$ cat src/rtl/sy_npu_axi_dwc.sv
// -----------------------------------------------------------------------------
// sy_npu_axi_dwc
//   AXI data-width converter between a wide NPU port and a narrow AXI master.
//   Every NPU burst maps to one AXI INCR burst. Each wide beat is gathered
//   from, or split into, RATIO narrow beats, lowest slot first.
//   The read and write paths are independent FSMs, so one read burst and one
//   write burst can be in flight at the same time.
//
// Parameters
//   ADDR_WIDTH      AXI address width
//   NPU_ADDR_WIDTH  NPU address width
//   WIDE_DW         NPU data width
//   NARROW_DW       AXI data width (WIDE_DW/NARROW_DW must be 1, 2, 4 or 8)
//   NPU_BEATS       wide beats per NPU burst
//
// Ports
//   clk_i, rst_i          clock (rising edge), asynchronous active-low reset
//   base_addr_i           offset added to every NPU address
//   npu_ar*/npu_r*        NPU read address / read data (wide)
//   npu_aw*/npu_w*/npu_b* NPU write address / write data (wide) / response
//   ar_*/r_*              AXI read address / read data (narrow)
//   aw_*/w_*/b_*          AXI write address / write data (narrow) / response
// -----------------------------------------------------------------------------
module sy_npu_axi_dwc #(
  parameter int ADDR_WIDTH     = 64,
  parameter int NPU_ADDR_WIDTH = 29,
  parameter int WIDE_DW        = 128,
  parameter int NARROW_DW      = 64,
  parameter int NPU_BEATS      = 4
) (
  input  logic                      clk_i,
  input  logic                      rst_i,
  input  logic [31:0]               base_addr_i,
  // NPU read address
  input  logic                      npu_arvalid_i,
  output logic                      npu_arready_o,
  input  logic [NPU_ADDR_WIDTH-1:0] npu_araddr_i,
  // NPU read data
  output logic                      npu_rvalid_o,
  input  logic                      npu_rready_i,
  output logic [WIDE_DW-1:0]        npu_rdata_o,
  output logic                      npu_rlast_o,
  output logic [1:0]                npu_rresp_o,
  // NPU write address
  input  logic                      npu_awvalid_i,
  output logic                      npu_awready_o,
  input  logic [NPU_ADDR_WIDTH-1:0] npu_awaddr_i,
  // NPU write data
  input  logic                      npu_wvalid_i,
  output logic                      npu_wready_o,
  input  logic [WIDE_DW-1:0]        npu_wdata_i,
  input  logic [WIDE_DW/8-1:0]      npu_wstrb_i,
  input  logic                      npu_wlast_i,
  // NPU write response
  output logic                      npu_bvalid_o,
  input  logic                      npu_bready_i,
  output logic [1:0]                npu_bresp_o,
  // AXI read address
  output logic                      ar_valid_o,
  input  logic                      ar_ready_i,
  output logic [ADDR_WIDTH-1:0]     ar_addr_o,
  output logic [7:0]                ar_len_o,
  output logic [2:0]                ar_size_o,
  output logic [1:0]                ar_burst_o,
  // AXI write address
  output logic                      aw_valid_o,
  input  logic                      aw_ready_i,
  output logic [ADDR_WIDTH-1:0]     aw_addr_o,
  output logic [7:0]                aw_len_o,
  output logic [2:0]                aw_size_o,
  output logic [1:0]                aw_burst_o,
  // AXI read data
  input  logic                      r_valid_i,
  output logic                      r_ready_o,
  input  logic [NARROW_DW-1:0]      r_data_i,
  input  logic                      r_last_i,
  input  logic [1:0]                r_resp_i,
  // AXI write data
  output logic                      w_valid_o,
  input  logic                      w_ready_i,
  output logic [NARROW_DW-1:0]      w_data_o,
  output logic [NARROW_DW/8-1:0]    w_strb_o,
  output logic                      w_last_o,
  // AXI write response
  input  logic                      b_valid_i,
  output logic                      b_ready_o,
  input  logic [1:0]                b_resp_i
);

  localparam int RATIO = WIDE_DW / NARROW_DW;
  localparam int NSTRB = NARROW_DW / 8;
  localparam int CNT_W = (RATIO > 1) ? $clog2(RATIO) : 1;

  localparam logic [CNT_W-1:0] LAST_SLOT  = CNT_W'(RATIO - 1);
  localparam logic [7:0]       AXI_LEN    = 8'(NPU_BEATS * RATIO - 1);
  localparam logic [2:0]       AXI_SIZE   = 3'($clog2(NARROW_DW / 8));
  localparam logic [1:0]       BURST_INCR = 2'b01;
  localparam logic [1:0]       RESP_SLVERR = 2'b10;

  if (!((RATIO == 1 || RATIO == 2 || RATIO == 4 || RATIO == 8) &&
        (RATIO * NARROW_DW == WIDE_DW))) begin : g_bad_ratio
    $error("sy_npu_axi_dwc: WIDE_DW/NARROW_DW must be exactly 1, 2, 4 or 8");
  end

  localparam logic [1:0] R_IDLE   = 2'd0;
  localparam logic [1:0] R_GATHER = 2'd1;
  localparam logic [1:0] R_OUT    = 2'd2;

  localparam logic [1:0] W_IDLE  = 2'd0;
  localparam logic [1:0] W_WAIT  = 2'd1;
  localparam logic [1:0] W_SPLIT = 2'd2;
  localparam logic [1:0] W_RESP  = 2'd3;

  // ---------------------------------------------------------------------------
  // Constant burst attributes and address formation
  // ---------------------------------------------------------------------------
  assign ar_len_o   = AXI_LEN;
  assign aw_len_o   = AXI_LEN;
  assign ar_size_o  = AXI_SIZE;
  assign aw_size_o  = AXI_SIZE;
  assign ar_burst_o = BURST_INCR;
  assign aw_burst_o = BURST_INCR;

  assign ar_addr_o = ADDR_WIDTH'(npu_araddr_i) + ADDR_WIDTH'(base_addr_i);
  assign aw_addr_o = ADDR_WIDTH'(npu_awaddr_i) + ADDR_WIDTH'(base_addr_i);

  // ---------------------------------------------------------------------------
  // Read path: gather RATIO narrow beats into one wide beat
  // ---------------------------------------------------------------------------
  logic [1:0]         r_state_q, r_state_d;
  logic [CNT_W-1:0]   r_cnt_q,   r_cnt_d;
  logic [WIDE_DW-1:0] r_data_q,  r_data_d;
  logic [1:0]         r_resp_q,  r_resp_d;
  logic               r_last_q,  r_last_d;

  // NOTE: every _d takes its _q value first, so no path through the case
  // leaves a variable unassigned and no latch is inferred.
  always_comb begin
    r_state_d = r_state_q;
    r_cnt_d   = r_cnt_q;
    r_data_d  = r_data_q;
    r_resp_d  = r_resp_q;
    r_last_d  = r_last_q;
    case (r_state_q)
      R_IDLE: begin
        if (npu_arvalid_i && ar_ready_i) begin
          r_state_d = R_GATHER;
          r_cnt_d   = '0;
          r_data_d  = '0;
          r_resp_d  = 2'b00;
          r_last_d  = 1'b0;
        end
      end
      R_GATHER: begin
        if (r_valid_i) begin
          for (int k = 0; k < RATIO; k++) begin
            if (r_cnt_q == CNT_W'(k)) r_data_d[k*NARROW_DW +: NARROW_DW] = r_data_i;
          end
          if (r_resp_i > r_resp_q) r_resp_d = r_resp_i;
          r_cnt_d = r_cnt_q + 1'b1;
          if (r_last_i && (r_cnt_q != LAST_SLOT)) begin
            // Burst ended short: untouched slots stay zero from the clear.
            r_resp_d  = RESP_SLVERR;
            r_last_d  = 1'b1;
            r_state_d = R_OUT;
          end else if (r_cnt_q == LAST_SLOT) begin
            r_last_d  = r_last_i;
            r_state_d = R_OUT;
          end
        end
      end
      R_OUT: begin
        if (npu_rready_i) begin
          r_state_d = r_last_q ? R_IDLE : R_GATHER;
          r_cnt_d   = '0;
          r_data_d  = '0;
          r_resp_d  = 2'b00;
          r_last_d  = 1'b0;
        end
      end
      default: r_state_d = R_IDLE;
    endcase
  end

  // NOTE: state uses non-blocking assignments so every flop samples the
  // values from before the edge, whatever order the blocks run in.
  // NOTE: the data registers are reset as well, because npu_rdata_o and
  // w_data_o must read 0 while reset is held.
  always_ff @(posedge clk_i or negedge rst_i) begin
    if (!rst_i) begin
      r_state_q <= R_IDLE;
      r_cnt_q   <= '0;
      r_data_q  <= '0;
      r_resp_q  <= 2'b00;
      r_last_q  <= 1'b0;
    end else begin
      r_state_q <= r_state_d;
      r_cnt_q   <= r_cnt_d;
      r_data_q  <= r_data_d;
      r_resp_q  <= r_resp_d;
      r_last_q  <= r_last_d;
    end
  end

  // Address pass-throughs are gated by rst_i so they stay low during reset.
  assign ar_valid_o    = rst_i && (r_state_q == R_IDLE) && npu_arvalid_i;
  assign npu_arready_o = rst_i && (r_state_q == R_IDLE) && ar_ready_i;
  assign r_ready_o     = (r_state_q == R_GATHER);
  assign npu_rvalid_o  = (r_state_q == R_OUT);
  assign npu_rdata_o   = r_data_q;
  assign npu_rlast_o   = r_last_q;
  assign npu_rresp_o   = r_resp_q;

  // ---------------------------------------------------------------------------
  // Write path: split one wide beat into RATIO narrow beats
  // ---------------------------------------------------------------------------
  logic [1:0]         w_state_q, w_state_d;
  logic [CNT_W-1:0]   w_cnt_q,   w_cnt_d;
  logic [WIDE_DW-1:0] w_data_q,  w_data_d;
  logic [WIDE_DW/8-1:0] w_strb_q, w_strb_d;
  logic               w_last_q,  w_last_d;

  always_comb begin
    w_state_d = w_state_q;
    w_cnt_d   = w_cnt_q;
    w_data_d  = w_data_q;
    w_strb_d  = w_strb_q;
    w_last_d  = w_last_q;
    case (w_state_q)
      W_IDLE: begin
        if (npu_awvalid_i && aw_ready_i) w_state_d = W_WAIT;
      end
      W_WAIT: begin
        if (npu_wvalid_i) begin
          w_data_d  = npu_wdata_i;
          w_strb_d  = npu_wstrb_i;
          w_last_d  = npu_wlast_i;
          w_cnt_d   = '0;
          w_state_d = W_SPLIT;
        end
      end
      W_SPLIT: begin
        // Slots with an all-zero strobe are still sent, keeping the AXI beat
        // count equal to the advertised length.
        if (w_ready_i) begin
          w_cnt_d = w_cnt_q + 1'b1;
          if (w_cnt_q == LAST_SLOT) w_state_d = w_last_q ? W_RESP : W_WAIT;
        end
      end
      W_RESP: begin
        if (b_valid_i && npu_bready_i) w_state_d = W_IDLE;
      end
      default: w_state_d = W_IDLE;
    endcase
  end

  always_ff @(posedge clk_i or negedge rst_i) begin
    if (!rst_i) begin
      w_state_q <= W_IDLE;
      w_cnt_q   <= '0;
      w_data_q  <= '0;
      w_strb_q  <= '0;
      w_last_q  <= 1'b0;
    end else begin
      w_state_q <= w_state_d;
      w_cnt_q   <= w_cnt_d;
      w_data_q  <= w_data_d;
      w_strb_q  <= w_strb_d;
      w_last_q  <= w_last_d;
    end
  end

  logic [NARROW_DW-1:0] w_slot_data;
  logic [NSTRB-1:0]     w_slot_strb;

  always_comb begin
    w_slot_data = '0;
    w_slot_strb = '0;
    for (int k = 0; k < RATIO; k++) begin
      if (w_cnt_q == CNT_W'(k)) begin
        w_slot_data = w_data_q[k*NARROW_DW +: NARROW_DW];
        w_slot_strb = w_strb_q[k*NSTRB +: NSTRB];
      end
    end
  end

  assign aw_valid_o    = rst_i && (w_state_q == W_IDLE) && npu_awvalid_i;
  assign npu_awready_o = rst_i && (w_state_q == W_IDLE) && aw_ready_i;
  assign npu_wready_o  = (w_state_q == W_WAIT);
  assign w_valid_o     = (w_state_q == W_SPLIT);
  assign w_data_o      = w_slot_data;
  assign w_strb_o      = w_slot_strb;
  assign w_last_o      = (w_state_q == W_SPLIT) && w_last_q && (w_cnt_q == LAST_SLOT);
  assign b_ready_o     = (w_state_q == W_RESP) && npu_bready_i;
  assign npu_bvalid_o  = (w_state_q == W_RESP) && b_valid_i;
  assign npu_bresp_o   = (w_state_q == W_RESP) ? b_resp_i : 2'b00;

endmodule

$ cat config.mk
export PLATFORM = sky130hd
export DESIGN_NAME = sy_npu_axi_dwc
export DESIGN_NICKNAME = d
export VERILOG_FILES = /design/src/rtl/sy_npu_axi_dwc.sv
export SDC_FILE = /design/constraint.sdc
export NUM_CORES = 1
export LEC_CHECK = 0
export CAP_MARGIN = 0
export CORE_AREA = 8 8 259 261
export DETAILED_ROUTE_END_ITERATION = 6
export DIE_AREA = 0 0 267 269
export MAX_ROUTING_LAYER = met4
export PLACE_DENSITY_LB_ADDON = 0.05
export REMOVE_ABC_BUFFERS = 1
export SLEW_MARGIN = 25
export SYNTH_ARGS = -nofsm -noshare
export SYNTH_HDL_FRONTEND = slang
export SYNTH_SLANG_ARGS = --single-unit
$ cat constraint.sdc
create_clock -name clk_i -period 2.5 [get_ports clk_i]
set_input_delay 0.25 -clock clk_i [delete_from_list [all_inputs] [get_ports clk_i]]
set_output_delay 0.25 -clock clk_i [all_outputs]
set_load 0.05 [all_outputs]
==> results.json, run 1 <==
{
  "final_hold_viol_count": 0,
  "synth_edf_count": 0,
  "cts.path.max_buffers": 3,
  "r2r_slack_ns": 0.45,
  "yosysTopAreaCell": "dfrtp_1",
  "die_y_microns": 269,
  "status": "finished with violations",
  "skew_ns": 0.0191,
  "p_leak_nw": 12.2,
  "grt_setup_unrepaired": "true",
  "drcViolationCount": 0,
  "yosysWarnings": 0,
  "relSlewSlack_pct": 48.5,
  "wl_per_cell_microns": 21.2,
  "io_buffers": 597,
  "drv_cap": 0,
  "syn-instance-count": 1493,
  "grt_start_max_net_pins": 133,
  "die-width_microns": 267,
  "dieArea_sq_um": 71800,
  "cts_max_level": 2,
  "grt_overflow": 0,
  "seq_area_sq_um": 7060,
  "drtPass1Iterations": 5,
  "syn_to_final_growth_pct": 82.2,
  "routed_wl_mm": 68.8,
  "fin_crit_ns": 2.91,
  "irDropWorstVdd_uv": 732,
  "setup_tns_ns": -5.61,
  "num_rows": 92,
  "clk_pin_slew_ns": 0.06,
  "cp-start-kind": "input port",
  "dpl.hpwl_mm": 53.7,
  "cts_tree": "yes",
  "multi_input_area_sq_um": 9390,
  "syn_area_sq_um": 15300,
  "grt_antenna_before_repair": 27,
  "critical_path_class": "input port to output pin",
  "vias_per_cell": 4.35,
  "fin_cells": 3250,
  "seq_area_frac_synth_pct": 46.0,
  "layout-drive-gt1-share_pct": 41.5,
  "grt_pass1_wl_mm": 98.5,
  "cp_num_buf_inv": 3,
  "required_ns": 2.25,
  "ys.flop_type": "dfrtp_1",
  "tightest_slew_ns": 0.772,
  "maxSlewViolCount": 0,
  "path_cells": "buf_8, buf_6, ha_4, a21oi_4, a32o_2, a31oi_4, a31oi_4, o41a_1, or4_1, nand4_1, buf_12",
  "dp_cells": 3087,
  "clock.fmax_mhz": 344,
  "cts_sinks": 282,
  "synthTopCellsByArea": "dfrtp_1 (46%), mux2_2 (16%), nand2_1 (6.0%)",
  "root_buffer": "clkbuf_16",
  "critPathMaxStageDelay_ns": 0.45,
  "utilization_pct": 44.5,
  "syn_area_per_cell_sq_um": 10.3,
  "hp-class": "input port to async pin",
  "ys_types": 65,
  "cts_inserted_buffers": 37,
  "synthArstFlopShare_pct": 100,
  "clock_latency_ns": 0.55,
  "place_ws_ns": -1.12,
  "ant_nets": 0,
  "crit_top_cell": "a31oi_4",
  "start_util_pct": 24.4,
  "cp_slowest_cell": "o41a_1",
  "post-route-period-util_pct": 116,
  "ioPinCount": 686,
  "synth-seq-cells": 282,
  "routabilityCongestion": 0.861,
  "worstPathArrival_ns": 2.66,
  "drt_iter0_drc": 605,
  "grtUsageTotal_pct": 18.6,
  "nFillCells": 6035,
  "core_area_sq_um": 62700,
  "end_kind": "output pin",
  "num_vias": 14147,
  "setup_ws_ns": -0.406,
  "violations": "setup timing",
  "first_global_vias": 15008,
  "setup_viol": 33,
  "synth_top_area_share_pct": 46.0,
  "num-nets-final": 2729,
  "powerDensity_nw_per_um2": 1260,
  "crit_family": "compound AO/OA/AOI/OAI gates",
  "crit_fanout": 3,
  "power_mw": 35.3
}
sequential cells by signal, summed over array words and instances, names as in the netlist:
register	cells
w_data_q	128
npu_rresp_o	2
w_last_q	1
w_cnt_q	1
w_strb_q	16
r_cnt_q	1
npu_rlast_o	1
npu_rdata_o	128
w_state_q	2
r_state_q	2
cells in the mapped netlist, types with 3 or more instances:
cell type and count:
inv_1 20, nor4bb_1 4, clkbuf_1 65, nor2_1 31
a31oi_1 8, xor2_1 24, nor3_1 12, buf_1 6
or4_1 3, and3_1 15, a2111oi_0 3, nor2b_1 8
mux2_2 218, buf_2 3, o21a_1 8, o21ai_0 167
ha_1 60, o21bai_1 5, xnor2_1 32, a21o_1 22
a211o_1 4, a211oi_1 3, nand2b_1 9, dfrtp_1 282
nand3_1 18, nand4_1 7, o211ai_1 6, a21oi_1 63
nand2_1 246, nor3b_1 3, and2_1 3, buf_4 88
a21boi_0 3
cell type report:
type / count / share of cell area [%]
well taps: 846 / 3.79
diodes: 27 / 0.242
clock inverters: 11 / 0.497
inverters: 20 / 0.269
repair buffers: 896 / 32.4
clock buffers: 54 / 3.90
multi-input cells: 1114 / 33.6
flip-flops and latches: 282 / 25.3
kinds of logic after synthesis:
group / count (synthesis) / synth area share, %
AO/OA/AOI/OAI: 322 / 12.4
XOR/XNOR: 56 / 3.20
adder cells (fa/ha/maj): 62 / 5.16
buffers and inverters: 183 / 6.67
flip-flops: 282 / 46.0
multiplexers: 220 / 16.1
other: 2 / 0.0490
AND/OR/NAND/NOR: 366 / 10.3
worst paths after layout:
path,start,to,depth (start not counted)
worst min register to register,npu_rdata_o[37]$_DFFE_PN0P_,npu_rdata_o[37]$_DFFE_PN0P_,2
max in group asynchronous,rst_i,npu_rdata_o[124]$_DFFE_PN0P_,4
min in group clk_i,r_data_i[55],npu_rdata_o[55]$_DFFE_PN0P_,3
worst max register to register,r_state_q[1]$_DFFE_PN0P_,npu_rdata_o[30]$_DFFE_PN0P_,6
worst max-delay path,base_addr_i[4],aw_addr_o[31],11
worst min-delay path,rst_i,w_data_q[82]$_DFFE_PN0P_,2
where the power goes:
part / internal, mW / leakage, nW / switching (mW)
Clock: 3.24 / 0.607 / 2.14
Combinational: 8.15 / 8.07 / 13.7
Sequential: 6.84 / 3.54 / 1.21
Total: 18.2 / 12.2 / 17.0
through the flow:
| step | hold WS, ns | cell area (sq um) |
|---|---|---|
| finish | 0.119 | 27900 |
| CTS | 0.0836 | 27000 |
| global placement | 0.0880 | 24100 |
| detailed placement | 0.0860 | 24100 |
| global route | 0.101 | 27900 |
| floorplan | -0.0456 | 14700 |
timing repair:
item	4_1_cts	5_1_grt
gates cloned	0	0
setup buffers	44	43
pin swaps	144	111
setup endpoints to repair	56	47
hold endpoints to repair	71	0
hold buffers	1	0
resized for setup	481	167
routing by layer:
metal	share of wire, %	track usage, %
met1	38	20.0
met2	50	31.0
met3	8.6	7.36
met4	3.3	6.97
met5	0	-
layout by cell type, fill, tap and decap left out, types with 19 or more instances in the layout:
cell and count:
nand2_1 233, mux2_2 218, ha_4 48, a21oi_1 30
buf_2 20, buf_12 67, buf_4 307, clkdlybuf4s50_1 376
conb_1 88, nor2_1 21, a21oi_2 21, buf_6 70
o21ai_0 143, a21o_1 19, dfrtp_1 281, clkbuf_16 42
diode_2 27
No activity file was read; power rests on OpenSTA's default activity.
==> inputs of run 2 (changes only) <==
- MAX_ROUTING_LAYER: met4 -> not set
- PLACE_DENSITY_LB_ADDON: 0.05 -> 0.2
- clock period: 2.5 -> 3.6 ns (I/O delays scaled with it)
==> results.json, run 2 (synthesis gave the netlist of run 1 again) <==
{
  "die-width_microns": 267,
  "routed_wl_mm": 59.7,
  "setup_viol": 0,
  "grt_overflow": 0,
  "hp-class": "input port to async pin",
  "final_hold_viol_count": 0,
  "critical_path_class": "input port to output pin",
  "syn_to_final_growth_pct": 59.5,
  "powerDensity_nw_per_um2": 951,
  "cp_slowest_cell": "o41a_1",
  "r2r_slack_ns": 1.03,
  "fin_cells": 3025,
  "drtPass1Iterations": 5,
  "cts.path.max_buffers": 3,
  "path_cells": "clkdlybuf4s50_1, ha_4, nand2_2, a32o_2, a31oi_4, a31oi_4, o41a_1, or4_1, nand4_1, buf_12",
  "dpl.hpwl_mm": 47.2,
  "ioPinCount": 686,
  "worstPathArrival_ns": 3.20,
  "num_vias": 13247,
  "die_y_microns": 269,
  "core_area_sq_um": 62700,
  "root_buffer": "clkbuf_16",
  "dp_cells": 2954,
  "post-route-period-util_pct": 98.9,
  "place_ws_ns": -0.317,
  "fin_crit_ns": 3.56,
  "num_rows": 92,
  "critPathMaxStageDelay_ns": 0.50,
  "setup_ws_ns": 0.0378,
  "final_common_cell": "clkdlybuf4s50_1",
  "cts_max_level": 2,
  "io_buffers": 597,
  "cts_sinks": 282,
  "crit_fanout": 4,
  "required_ns": 3.24,
  "drt_iter0_drc": 644,
  "clock_latency_ns": 0.53,
  "status": "finished, final reports clean",
  "clk_pin_slew_ns": 0.05,
  "end_kind": "output pin",
  "start_util_pct": 24.4,
  "drv_cap": 0,
  "p_leak_nw": 10.5,
  "num-nets-final": 2527,
  "maxSlewViolCount": 0,
  "grt_setup_unrepaired": "true",
  "irDropWorstVdd_uv": 556,
  "vias_per_cell": 4.38,
  "dieArea_sq_um": 71800,
  "skew_ns": 0.0218,
  "clock.fmax_mhz": 281,
  "layout-drive-gt1-share_pct": 22.2,
  "nFillCells": 6182,
  "ant_nets": 0,
  "relSlewSlack_pct": 41.8,
  "grtUsageTotal_pct": 15.6,
  "cts_inserted_buffers": 36,
  "grt_pass1_wl_mm": 87.5,
  "final_cell_mix": "clkdlybuf4s50_1 (524), dfrtp_1 (281), nand2_1 (244)",
  "grt_start_max_net_pins": 121,
  "cts_tree": "yes",
  "tightest_slew_ns": 0.873,
  "drcViolationCount": 0,
  "cp-start-kind": "input port",
  "routabilityCongestion": 0.878,
  "grt_antenna_before_repair": 4,
  "wl_per_cell_microns": 19.8,
  "first_global_vias": 14020,
  "crit_top_cell": "a31oi_4"
}
==> run 2: cell types whose count changed in the layout (fill, tap and decap cells not counted), sizes merged, moves of 2 or more <==
cell / delta
buf: -313
clkdlybuf4s50: +148
clkbuf: -21
diode: -21
dlygate4sd2: -12
clkdlybuf4s15: -6
bufbuf: -5
dlymetal6s2s: +5
bufinv: -2
clkinvlp: +2
==> run 2: report_power, final <==
part           leakage (nW)  switching, mW  internal, mW
Combinational          6.46           9.05          5.16
Sequential             3.54          0.925          4.75
Clock                 0.543           1.39          1.99
==> run 2: final timing paths <==
path                                                  start                            to  cells after the start
worst max register to register     r_state_q[1]$_DFFE_PN0P_   npu_rdata_o[56]$_DFFE_PN0P_                      5
worst min register to register  npu_rdata_o[76]$_DFFE_PN0P_   npu_rdata_o[76]$_DFFE_PN0P_                      2
min in group clk_i                             r_data_i[62]  npu_rdata_o[126]$_DFFE_PN0P_                      3
worst min-delay path                                  rst_i   npu_rdata_o[62]$_DFFE_PN0P_                      2
worst max-delay path                        npu_awaddr_i[4]                 aw_addr_o[31]                     10
max in group asynchronous                             rst_i           w_cnt_q$_DFFE_PN0P_                      4
==> run 2: what timing repair did <==
action,CTS,global route
buffers inserted,0,2
setup endpoints to repair,9,12
endpoints found under the hold margin,48,0
hold buffers,1,0
resized for setup,17,40
pin swaps,9,16
==> run 2: per-layer routing <==
metal	global-route usage, %	up-vias	share of wire (%)
met3	5.33	73	8.2
li1	-	6353	-
met1	17.5	6425	38
met4	4.03	0	2.4
met5	0	-	0
met2	28.1	396	52
==> run 2: area by class of cell <==
type / instances / area [sq um] / area share, %
Multi-Input combinational cell: 1114 / 7860 / 32.1
Timing Repair Buffer: 695 / 7290 / 29.8
Sequential cell: 282 / 7060 / 28.9
Tap cell: 846 / 1060 / 4.33
Clock buffer: 51 / 1030 / 4.20
Clock inverter: 11 / 75.1 / 0.307
Inverter: 20 / 75.1 / 0.307
Antenna cell: 6 / 15.0 / 0.0614
==> run 2: through the flow <==
step                utilization (%)  instance area (sq um)  power (mW)  hold slack, ns  TNS [ns]
floorplan                         -                  14700        14.5          0.0644   -231.87
global placement               36.7                  23000        19.9           0.318     -1.90
detailed placement             36.7                  23000        20.0           0.323     -1.53
CTS                            38.6                  24200        23.6           0.337         0
global route                   39.0                  24400        24.5           0.362   -0.0277
finish                         39.0                  24500        23.3           0.346         0
==> run 2: worst max-delay path, delay by kind of cell <==
| kind | cells | cell delay (ns) |
|---|---|---|
| compound gates | 4 | 1.14 |
| buf+inv | 2 | 0.63 |
| fa+ha+maj | 1 | 0.32 |
| simple gates | 3 | 0.74 |
